==> config.mk <==
export PLATFORM = sky130hd
export DESIGN_NAME = mc_control_unit_flat
export DESIGN_NICKNAME = d
export VERILOG_FILES = /design/src/rtl/mc_control_unit_pkg.sv /design/src/rtl/mc_control_unit_if.sv /design/src/rtl/alu_deco.sv /design/src/rtl/mc_control_unit.sv /design/src/flat_wrapper.sv
export SDC_FILE = /design/constraint.sdc
export NUM_CORES = 1
export LEC_CHECK = 0
export CAP_MARGIN = 25
export CORE_ASPECT_RATIO = 1.2
export CORE_MARGIN = 10
export CORE_UTILIZATION = 41
export CTS_BUF_LIST = sky130_fd_sc_hd__clkbuf_16
export CTS_CLUSTER_DIAMETER = 150
export DETAILED_ROUTE_END_ITERATION = 8
export PLACE_DENSITY = 0.85
export SLEW_MARGIN = 20
export SYNTH_ARGS = -nofsm -noshare
export SYNTH_HDL_FRONTEND = slang
export SYNTH_SLANG_ARGS = --single-unit
==> constraint.sdc <==
create_clock -name clk_RV -period 2.7 [get_ports clk_RV]
set_input_delay 0.675 -clock clk_RV [delete_from_list [all_inputs] [get_ports clk_RV]]
set_output_delay 0.675 -clock clk_RV [all_outputs]
set_load 0.02 [all_outputs]
==> src/rtl/mc_control_unit_pkg.sv <==
// Shared types and encodings for the multicycle RISC-V control unit.
// Latency: n/a (declarations only).
// Backpressure: n/a.
package mc_control_unit_pkg;

    typedef enum logic [3:0] {
        FETCH    = 4'd0,
        DECODE   = 4'd1,
        MEMADR   = 4'd2,
        MEMREAD  = 4'd3,
        MEMWB    = 4'd4,
        MEMWRITE = 4'd5,
        EXECR    = 4'd6,
        EXECI    = 4'd7,
        ALUWB    = 4'd8,
        BRANCH   = 4'd9,
        JAL      = 4'd10,
        TRAP     = 4'd11
    } state_e;

    localparam logic [6:0] OP_LW  = 7'b0000011;
    localparam logic [6:0] OP_SW  = 7'b0100011;
    localparam logic [6:0] OP_R   = 7'b0110011;
    localparam logic [6:0] OP_I   = 7'b0010011;
    localparam logic [6:0] OP_BR  = 7'b1100011;
    localparam logic [6:0] OP_JAL = 7'b1101111;

    localparam logic [2:0] ALU_ADD = 3'b000;
    localparam logic [2:0] ALU_SUB = 3'b001;
    localparam logic [2:0] ALU_AND = 3'b010;
    localparam logic [2:0] ALU_OR  = 3'b011;
    localparam logic [2:0] ALU_SLT = 3'b101;

    localparam logic [1:0] RES_ALUOUT = 2'b00;
    localparam logic [1:0] RES_DATA   = 2'b01;
    localparam logic [1:0] RES_ALURES = 2'b10;

    localparam logic [1:0] SRCA_PC    = 2'b00;
    localparam logic [1:0] SRCA_OLDPC = 2'b01;
    localparam logic [1:0] SRCA_RS1   = 2'b10;

    localparam logic [1:0] SRCB_RS2  = 2'b00;
    localparam logic [1:0] SRCB_IMM  = 2'b01;
    localparam logic [1:0] SRCB_FOUR = 2'b10;

    localparam logic [1:0] IMM_I = 2'b00;
    localparam logic [1:0] IMM_S = 2'b01;
    localparam logic [1:0] IMM_B = 2'b10;
    localparam logic [1:0] IMM_J = 2'b11;

endpackage

==> src/rtl/mc_control_unit_if.sv <==
// Instruction fields in, datapath control strobes out, between control unit and datapath.
// Latency: n/a (wiring only).
// Backpressure: mem_ready is the only stall input.
interface mc_control_unit_if #(
    parameter int STATE_W = 4
);
    logic [6:0]         op;
    logic [2:0]         f3;
    logic               f7;
    logic               zero;
    logic               mem_ready;

    logic               pcWrite;
    logic               adrSrc;
    logic               memRead;
    logic               memWrite;
    logic               irWrite;
    logic [1:0]         resSrc;
    logic [1:0]         aluSrcA;
    logic [1:0]         aluSrcB;
    logic [2:0]         ALUControl;
    logic               regWrite;
    logic [1:0]         inmSrc;
    logic               illegal;
    logic [STATE_W-1:0] state;

    modport master (
        input  op, f3, f7, zero, mem_ready,
        output pcWrite, adrSrc, memRead, memWrite, irWrite, resSrc,
               aluSrcA, aluSrcB, ALUControl, regWrite, inmSrc, illegal, state
    );

    modport slave (
        output op, f3, f7, zero, mem_ready,
        input  pcWrite, adrSrc, memRead, memWrite, irWrite, resSrc,
               aluSrcA, aluSrcB, ALUControl, regWrite, inmSrc, illegal, state
    );
endinterface

==> src/rtl/alu_deco.sv <==
// ALU operation decode from funct3/funct7 for R-type and I-type ALU instructions.
// Latency: combinational.
// Backpressure: none.
module alu_deco
    import mc_control_unit_pkg::*;
(
    input  logic [2:0] f3,
    input  logic       f7,
    input  logic       isR,
    output logic [2:0] ALUControl,
    output logic       bad
);
    always_comb begin
        ALUControl = ALU_ADD;
        bad        = 1'b0;
        case (f3)
            3'b000:  ALUControl = (isR && f7) ? ALU_SUB : ALU_ADD;  // addi has no sub form
            3'b010:  ALUControl = ALU_SLT;
            3'b110:  ALUControl = ALU_OR;
            3'b111:  ALUControl = ALU_AND;
            default: bad = 1'b1;
        endcase
    end
endmodule

==> src/rtl/mc_control_unit.sv <==
// Multicycle RISC-V control FSM: lw/sw/R/I-ALU/beq/bne/jal, sticky trap on illegal encodings.
// Latency: 3-5 cycles per instruction, plus mem_ready stalls when MEM_WAIT=1.
// Backpressure: FETCH/MEMREAD/MEMWRITE hold with write enables off until mem_ready.
module mc_control_unit
    import mc_control_unit_pkg::*;
#(
    parameter bit MEM_WAIT = 1'b0,
    parameter bit HAS_BNE  = 1'b1,
    parameter int STATE_W  = 4
) (
    input  logic               clk_RV,
    input  logic               reset_RV,
    mc_control_unit_if.master  bus
);
    state_e     state_q;
    logic       illegal_q;
    logic       mem_go;
    logic       is_sw;
    logic       br_legal;
    logic       br_take;
    logic       alu_bad;
    logic [2:0] alu_ctl;

    logic       pc_wr, ir_wr, mem_rd, mem_wr, reg_wr, adr_src;
    logic [1:0] res_src, src_a, src_b, imm_src;
    logic [2:0] alu_op;

    assign mem_go   = !MEM_WAIT || bus.mem_ready;
    assign is_sw    = (bus.op == OP_SW);
    assign br_legal = (bus.f3 == 3'b000) || (HAS_BNE && (bus.f3 == 3'b001));
    assign br_take  = (bus.f3 == 3'b000) ? bus.zero : !bus.zero;

    alu_deco u_alu_deco (
        .f3         (bus.f3),
        .f7         (bus.f7),
        .isR        (state_q == EXECR),
        .ALUControl (alu_ctl),
        .bad        (alu_bad)
    );

    // illegal is raised on the same edge that enters TRAP so it is valid in TRAP's first cycle
    always_ff @(posedge clk_RV) begin
        if (reset_RV) begin
            state_q   <= FETCH;
            illegal_q <= 1'b0;
        end else begin
            case (state_q)
                FETCH:    if (mem_go) state_q <= DECODE;
                DECODE: begin
                    case (bus.op)
                        OP_LW, OP_SW: state_q <= MEMADR;
                        OP_R:         state_q <= EXECR;
                        OP_I:         state_q <= EXECI;
                        OP_BR:        state_q <= BRANCH;
                        OP_JAL:       state_q <= JAL;
                        default: begin
                            state_q   <= TRAP;
                            illegal_q <= 1'b1;
                        end
                    endcase
                end
                MEMADR:   state_q <= is_sw ? MEMWRITE : MEMREAD;
                MEMREAD:  if (mem_go) state_q <= MEMWB;
                MEMWB:    state_q <= FETCH;
                MEMWRITE: if (mem_go) state_q <= FETCH;
                EXECR, EXECI: begin
                    if (alu_bad) begin
                        state_q   <= TRAP;
                        illegal_q <= 1'b1;
                    end else begin
                        state_q   <= ALUWB;
                    end
                end
                ALUWB:    state_q <= FETCH;
                BRANCH: begin
                    if (br_legal) begin
                        state_q   <= FETCH;
                    end else begin
                        state_q   <= TRAP;
                        illegal_q <= 1'b1;
                    end
                end
                JAL:      state_q <= ALUWB;
                default: begin
                    state_q   <= TRAP;
                    illegal_q <= 1'b1;
                end
            endcase
        end
    end

    always_comb begin
        pc_wr   = 1'b0;
        ir_wr   = 1'b0;
        mem_rd  = 1'b0;
        mem_wr  = 1'b0;
        reg_wr  = 1'b0;
        adr_src = 1'b0;
        res_src = RES_ALUOUT;
        src_a   = SRCA_PC;
        src_b   = SRCB_RS2;
        alu_op  = ALU_ADD;
        imm_src = IMM_I;
        case (state_q)
            FETCH: begin
                mem_rd  = 1'b1;
                src_b   = SRCB_FOUR;
                res_src = RES_ALURES;
                ir_wr   = mem_go;
                pc_wr   = mem_go;
            end
            DECODE: begin
                src_a   = SRCA_OLDPC;
                src_b   = SRCB_IMM;
                imm_src = IMM_B;
            end
            MEMADR: begin
                src_a   = SRCA_RS1;
                src_b   = SRCB_IMM;
                imm_src = is_sw ? IMM_S : IMM_I;
            end
            MEMREAD: begin
                mem_rd  = 1'b1;
                adr_src = 1'b1;
            end
            MEMWB: begin
                res_src = RES_DATA;
                reg_wr  = 1'b1;
            end
            MEMWRITE: begin
                mem_wr  = 1'b1;
                adr_src = 1'b1;
            end
            EXECR: begin
                src_a   = SRCA_RS1;
                alu_op  = alu_ctl;
            end
            EXECI: begin
                src_a   = SRCA_RS1;
                src_b   = SRCB_IMM;
                alu_op  = alu_ctl;
            end
            ALUWB:    reg_wr = 1'b1;
            BRANCH: begin
                src_a   = SRCA_RS1;
                alu_op  = ALU_SUB;
                pc_wr   = br_legal && br_take;
            end
            JAL: begin
                src_a   = SRCA_OLDPC;
                src_b   = SRCB_FOUR;
                pc_wr   = 1'b1;
            end
            default: ;
        endcase
    end

    assign bus.pcWrite    = pc_wr  && !reset_RV;
    assign bus.irWrite    = ir_wr  && !reset_RV;
    assign bus.memRead    = mem_rd && !reset_RV;
    assign bus.memWrite   = mem_wr && !reset_RV;
    assign bus.regWrite   = reg_wr && !reset_RV;
    assign bus.adrSrc     = adr_src;
    assign bus.resSrc     = res_src;
    assign bus.aluSrcA    = src_a;
    assign bus.aluSrcB    = src_b;
    assign bus.ALUControl = alu_op;
    assign bus.inmSrc     = imm_src;
    assign bus.illegal    = illegal_q;
    assign bus.state      = STATE_W'(state_q);

endmodule

==> src/flat_wrapper.sv <==
// flat-port wrapper written by rule: the top's interface ports become plain ports
module mc_control_unit_flat import mc_control_unit_pkg::*;
#(
    parameter bit MEM_WAIT = 1'b0,
    parameter bit HAS_BNE  = 1'b1,
    parameter int STATE_W  = 4
)
  (clk_RV, reset_RV, bus_op, bus_f3, bus_f7, bus_zero, bus_mem_ready, bus_pcWrite, bus_adrSrc, bus_memRead, bus_memWrite, bus_irWrite, bus_resSrc, bus_aluSrcA, bus_aluSrcB, bus_ALUControl, bus_regWrite, bus_inmSrc, bus_illegal, bus_state);
  mc_control_unit_if #(.STATE_W(STATE_W)) bus_i ();
  input  logic clk_RV;
  input  logic reset_RV;
  input wire logic [$bits(bus_i.op)-1:0] bus_op;
  input wire logic [$bits(bus_i.f3)-1:0] bus_f3;
  input wire logic [$bits(bus_i.f7)-1:0] bus_f7;
  input wire logic [$bits(bus_i.zero)-1:0] bus_zero;
  input wire logic [$bits(bus_i.mem_ready)-1:0] bus_mem_ready;
  output wire logic [$bits(bus_i.pcWrite)-1:0] bus_pcWrite;
  output wire logic [$bits(bus_i.adrSrc)-1:0] bus_adrSrc;
  output wire logic [$bits(bus_i.memRead)-1:0] bus_memRead;
  output wire logic [$bits(bus_i.memWrite)-1:0] bus_memWrite;
  output wire logic [$bits(bus_i.irWrite)-1:0] bus_irWrite;
  output wire logic [$bits(bus_i.resSrc)-1:0] bus_resSrc;
  output wire logic [$bits(bus_i.aluSrcA)-1:0] bus_aluSrcA;
  output wire logic [$bits(bus_i.aluSrcB)-1:0] bus_aluSrcB;
  output wire logic [$bits(bus_i.ALUControl)-1:0] bus_ALUControl;
  output wire logic [$bits(bus_i.regWrite)-1:0] bus_regWrite;
  output wire logic [$bits(bus_i.inmSrc)-1:0] bus_inmSrc;
  output wire logic [$bits(bus_i.illegal)-1:0] bus_illegal;
  output wire logic [$bits(bus_i.state)-1:0] bus_state;
  assign bus_i.op = bus_op;
  assign bus_i.f3 = bus_f3;
  assign bus_i.f7 = bus_f7;
  assign bus_i.zero = bus_zero;
  assign bus_i.mem_ready = bus_mem_ready;
  assign bus_pcWrite = bus_i.pcWrite;
  assign bus_adrSrc = bus_i.adrSrc;
  assign bus_memRead = bus_i.memRead;
  assign bus_memWrite = bus_i.memWrite;
  assign bus_irWrite = bus_i.irWrite;
  assign bus_resSrc = bus_i.resSrc;
  assign bus_aluSrcA = bus_i.aluSrcA;
  assign bus_aluSrcB = bus_i.aluSrcB;
  assign bus_ALUControl = bus_i.ALUControl;
  assign bus_regWrite = bus_i.regWrite;
  assign bus_inmSrc = bus_i.inmSrc;
  assign bus_illegal = bus_i.illegal;
  assign bus_state = bus_i.state;
  mc_control_unit #(.MEM_WAIT(MEM_WAIT), .HAS_BNE(HAS_BNE), .STATE_W(STATE_W)) u_core (.clk_RV(clk_RV), .reset_RV(reset_RV), .bus(bus_i));
endmodule
==> impl_metrics.ini <==
[outcome]
status = completed

[pwr]
p_sw_uw = 582.7
swShare = 0.4554
p_leak_nw = 0.5782
ir_drop_mv = 0.8913
seqPwrFrac = 0.111
clockPowerShare = 0.191
pwr-share-comb = 0.698
p_int_uw = 696.8
power.density_nw_per_um2 = 1032

[synthesis]
synth_cells = 95
async_reset_ff_frac = 0
yosys.area.top_type_share = 0.1504
synth_seq_cells = 5
ys_warn_count = 0
synth_edf_count = 0
ys_types = 44
ys_dominant_reg_cell = dfxtp_1
synth.net_count = 110
synth_area_leaders = dfxtp_1, nor3_1, xnor2_1
ys_seq_area_frac = 0.1504
syn_avg_cell_area_um2 = 7.007
synth_area_um2 = 665.6
yosys.area.top_type = dfxtp_1

[routing]
vias = 961
wirelength_um = 2848
viasPerCell = 5.860
top_layer_used = met4
drc = 0
first_pass_iters = 4
drt_iter0_markers = 33
dr_wl_met2_um = 1549
routedWlPerCell_um = 17.37
wl_met1_um = 1074
ant_nets = 0
wl_met3_um = 178

[floorplanning]
fp.dieW_um = 56.78
pin_count = 37
die_y_um = 64.14
core_region_area_um2 = 1483
row_count = 15
start_util = 0.4489
die_area_um2 = 3642

[clock_network]
cts.sinks = 5
htree_levels = 1
cts_tree = yes
clk_latency_ns = 0.23
ctsHoldBuffers = 0
clockBufferDepth = 2
cts_setup_buffers = 0
cts_buffers = 3
path_clk_slew_ns = 0.03
cts_root_buffer = clkbuf_16

[setup_path]
crit_type = primary input to primary output
timing.rr.start = u_core.bus.state[3]
crit_slowest_cell = clkdlybuf4s50_1
end_kind = primary output
critPathArrivalTime_ns = 1.97
cp_max_fo = 2
r2r-end = u_core.bus.state[1]
max_stage_delay_ns = 0.44
r2r_cells = 5
worst-r2r-setup-slack_ns = 1.04
setup.worst_path.start_class = primary input
cp_cell_sequence = clkdlybuf4s50_1, xnor2_1, o32a_1, nor3_2, buf_4
cp.required_ns = 2.03

[final_layout]
final_common_cell = buf_4
antenna_cells = 0
fin_cells = 164
drive_above_1_share = 0.2449
final_area_um2 = 1240
area_growth_pct = 86.28
n_fill_cell = 82
mostFrequentLayoutCells = buf_4, clkdlybuf4s50_1, nor2_1
fin_nets = 163

[grt]
grt_pass1_vias = 1006
antenna_found_initial = 0
grt_pass1_wl_um = 4650
grt_max_degree = 22
grt-ovfl-total = 0
grt_use_total = 0.1509

[sta]
worst_slew_pin_slew_ns = 0.3458
hold_violations = 0
setup_viol = 0
fin_crit_sh = 0.9782
slew_violations = 0
fin_skew_ns = 0.001530
slew_headroom = 0.7662
rsz0062_at_grt = no
setup_tns_ns = 0
max_freq_mhz = 378.6
min_period_ns = 2.641

[worst_hold_path]
min_from = u_core.bus.illegal
hold_class = register to register
hold_path_end = u_core.bus.illegal
min_path_cells = 1

[placement]
io_buffers = 35
gp_congestion = 0.8706
dp_cells = 160
hpwl_um = 2082
postPlaceCellArea_um2 = 1156

[run]
drv_cap = 0
-- logic make-up after synthesis --
group | count (synthesis) | synth area share
flip-flops | 5 | 0.1504
XOR/XNOR | 5 | 0.06579
AND/OR/NAND/NOR | 50 | 0.4418
buffers and inverters | 12 | 0.08646
AO/OA/AOI/OAI | 23 | 0.2557
-- Yosys cell counts, types with 3 or more instances --
cell type and instances:
a21oi_1 4, a31oi_1 5, nand2_1 7, nor2_1 8
clkbuf_1 3, nor2b_1 4, buf_2 4, inv_1 3
xnor2_1 4, dfxtp_1 5, nand2b_1 3, nor3_1 9
-- how the worst max path moves through the flow --
stage,from,endpoint,depth (start not counted)
floorplan,bus_f3[1],bus_pcWrite,3
global placement,bus_f3[1],bus_pcWrite,5
finish,bus_f3[0],bus_pcWrite,5
global route,u_core.bus.state[3],bus_inmSrc[1],4
detailed placement,bus_f3[1],bus_pcWrite,5
CTS,bus_f3[1],bus_pcWrite,5
-- final cells by class --
cell class,instances,area (µm²),share of cell area
clock buffers,3,75.07,0.06054
inverters,3,11.26,0.009082
flip-flops and latches,5,101.3,0.08174
multi-input cells,78,520.5,0.4198
clock inverters,1,3.754,0.003027
repair buffers,57,506.7,0.4087
well taps,17,21.27,0.01715
-- per-stage QoR --
stage / total power [mW] / hold slack [ns] / utilization / setup slack (ns)
after floorplan: 0.6600 / 0.6103 / - / 0.3220
after global placement: 1.018 / 0.4702 / 0.7797 / -0.4500
after detailed placement: 1.032 / 0.4797 / 0.7797 / -0.4543
after CTS: 1.271 / 0.4946 / 0.8236 / -0.01604
after global routing: 1.351 / 0.5246 / 0.8363 / 0.002494
final: 1.280 / 0.4955 / 0.8363 / 0.05882
-- state kept, by name, summed over array words and instances, names as in the netlist --
name and cells:
u_core.bus.state 4, u_core.bus.illegal 1
-- routing by layer --
layer | global-route usage | vias up
met5 | 0 | -
met4 | 0.06471 | 0
met3 | 0.04348 | 7
met2 | 0.2788 | 43
met1 | 0.1521 | 450
li1 | - | 461
-- critical path: cells and delay by family --
| kind | cells | cell delay, ns |
|---|---|---|
| buffers and inverters | 2 | 0.60 |
| XOR/XNOR | 1 | 0.14 |
| AND/OR/NAND/NOR | 1 | 0.19 |
| AO/OA/AOI/OAI | 1 | 0.36 |
-- power by group through the flow --
stage               registers (mW)  logic [mW]  clock network [mW]
floorplan                    0.159       0.501                   0
global placement             0.137       0.881                   0
detailed placement           0.137       0.895                   0
CTS                          0.140       0.888               0.244
global route                 0.149       0.950               0.252
finish                       0.141       0.893               0.245
-- repair_timing --
action                     in CTS  in global routing
setup endpoints to repair       9                  6
gates resized for setup        17                 15
pin swaps                       0                  4
No activity file was read; power rests on OpenSTA's default activity.
==> RTL change (same flow settings) <==
`STATE_W` is set to 4 in 3 places; all go to 3.
--- a/src/rtl/mc_control_unit_if.sv
+++ b/src/rtl/mc_control_unit_if.sv
@@ -4,3 +4,3 @@
 interface mc_control_unit_if #(
-    parameter int STATE_W = 4
+    parameter int STATE_W = 3
 );
--- a/src/rtl/mc_control_unit.sv
+++ b/src/rtl/mc_control_unit.sv
@@ -8,3 +8,3 @@
     parameter bit HAS_BNE  = 1'b1,
-    parameter int STATE_W  = 4
+    parameter int STATE_W  = 3
 ) (
--- a/src/flat_wrapper.sv
+++ b/src/flat_wrapper.sv
@@ -5,3 +5,3 @@
     parameter bit HAS_BNE  = 1'b1,
-    parameter int STATE_W  = 4
+    parameter int STATE_W  = 3
 )
Ports: changed (resized bus_state); port bits go from 37 to 36. No check against the original RTL was run, so the function may have changed too.
==> RTL change against the unedited design <==
Largest power group unchanged. Power down 2.2%. Worst setup slack better by 0.0032 ns. Combinational power decreased by 3.6%. Sequential cell count stayed put. Final area shrank 1.5%. Routed wire length down 0.56%. Area after synthesis rose by 3.4%.
==> RTL change: results (changes against the unedited design) <==
| Metric | Value |
|---|---|
| Status | `completed` |
| Worst Skew | `0.001848 ns (+0.0003175 ns)` |
| Vias in the first global route | `959 (-4.7%)` |
| Post-synthesis sequential area ratio | `14.55% (-0.49 points)` |
| Drt initial violations | `35 (+6.1%)` |
| Place WS | `-0.4888 ns (-0.03445 ns)` |
| Via density | `5.975 (+2.0%)` |
| Top cells by area, synth | `dfxtp_1 15%, nor3_1 6.5%, xnor2_1 5.1%` |
| Pin count of the biggest net entering global routing | `22 (unchanged)` |
| Wire length per cell | `17.37 µm (about the same)` |
| Distinct cells, synth | `45 (+2.3%)` |
| Buffers on Ports | `34 (-2.9%)` |
| Worst hold-check path type | `register to register` |
| Syn Nets | `113 (+2.7%)` |
| Placed cells | `158 (-1.3%)` |
| Post-Synthesis Cells | `98 (+3.2%)` |
| Layout cells sized above 1 | `24.83% (+0.34 points)` |
| Total Routed Length | `2.832 mm (-0.56%)` |
| Fill count | `117 (+43%)` |
| Worst path slowest cell | `clkdlybuf4s50_1` |
| VDD IR-drop max | `0.0006813 V (-24%)` |
| Lkg Pwr | `0.0005336 µW (-7.7%)` |
| # diodes | `0 (unchanged)` |
| Worst path top cell family by delay | `buffers and inverters` |
| Max reg flops | `4 (unchanged)` |
| Hpwl dp | `1.992 mm (-4.3%)` |
| CTS Root Cell | `clkbuf_16` |
| Worst Tran Pin Value | `0.4814 ns (+0.1356 ns)` |
| Largest Register | `u_core.state_q` |
| GR Util All Layers | `14.20% (-0.89 points)` |
| Sw Ratio | `45.21% (-0.33 points)` |
| List of most frequent post-synthesis cells | `9 x nor3_1, 8 x nor2_1, 7 x nand2_1, 5 x a31oi_1, 5 x dfxtp_1` |
| Clk slew on worst S/H paths | `0.03 ns (about the same)` |
| CTS Buf Count | `3 (unchanged)` |
| Clock latency on the worst-skew pair | `0.23 ns (about the same)` |
| Crit Path Max Fanout | `2 (unchanged)` |
| First-pass GRT wire length | `4.381 mm (-5.8%)` |
| RePlAce Congestion | `0.8701 (about the same)` |
-- RTL change: final timing paths --
check | start | end | slack [ns] | cells after the start
hold / removal | u_core.bus.illegal$_SDFFE_PP0P_ | u_core.bus.illegal$_SDFFE_PP0P_ | 0.51 | 1
setup / recovery | bus_f3[0] | bus_ALUControl[2] | 0.06 | 5
hold reg to reg | u_core.bus.illegal$_SDFFE_PP0P_ | u_core.bus.illegal$_SDFFE_PP0P_ | 0.51 | 1
setup reg to reg | u_core.state_q[3]$_SDFF_PP0_ | u_core.bus.illegal$_SDFFE_PP0P_ | 1.05 | 4
-- RTL change: cells by family (layout without fill, tap and decap cells) --
logic type / Yosys count / after routing / share of synthesized area (%)
AOI/OAI and AO/OA: 23 / 23 / 24.73
xor gates and xnor gates: 5 / 5 / 6.363
and+or+nand+nor: 50 / 50 / 42.73
buffers and inverters: 15 / 62 / 11.64
DFF: 5 / 5 / 14.55
-- RTL change: per-layer routing --
metal  wire length, µm  share of wire (%)  up-vias  global-route usage [%]
met2              1377                 49       61                   23.52
met5                 0                  0        -                       0
li1                  -                  -      455                       -
met1              1053                 37      442                   13.96
met4               126                4.4        0                   10.29
met3               275                9.7       16                   5.653
-- RTL change: final cells by class --
type	count	area (µm²)	share of cell area, %
clock buffers	3	75.07	6.148
clock inverters	1	3.754	0.3074
inverters	3	11.26	0.9221
multi-input cells	78	523.0	42.83
flip-flops and latches	5	101.3	8.299
well taps	18	22.52	1.844
repair buffers	55	484.2	39.65
-- RTL change: repair_timing --
action	in CTS	in global routing
buffers inserted	0	1
cloned	0	0
hold buffers	0	0
pin swaps	1	2
resized for setup	18	14
endpoints found under the setup margin	9	7
-- RTL change: power groups by stage --
stage                     Clock, µW  Sequential, µW  Combinational (µW)
after global routing            253             149                 912
final                           246             145                 861
after floorplan                   0             130                 543
after global placement            0             139                 850
after CTS                       249             143                 857
after detailed placement          0             142                 866
-- RTL change: stage by stage --
step | instance area (µm²) | hold slack, ns
final | 1221 | 0.5093
after global routing | 1221 | 0.5344
after CTS | 1200 | 0.5149
after detailed placement | 1132 | 0.4836
after global placement | 1132 | 0.4703
after floorplan | 688.2 | 0.5864
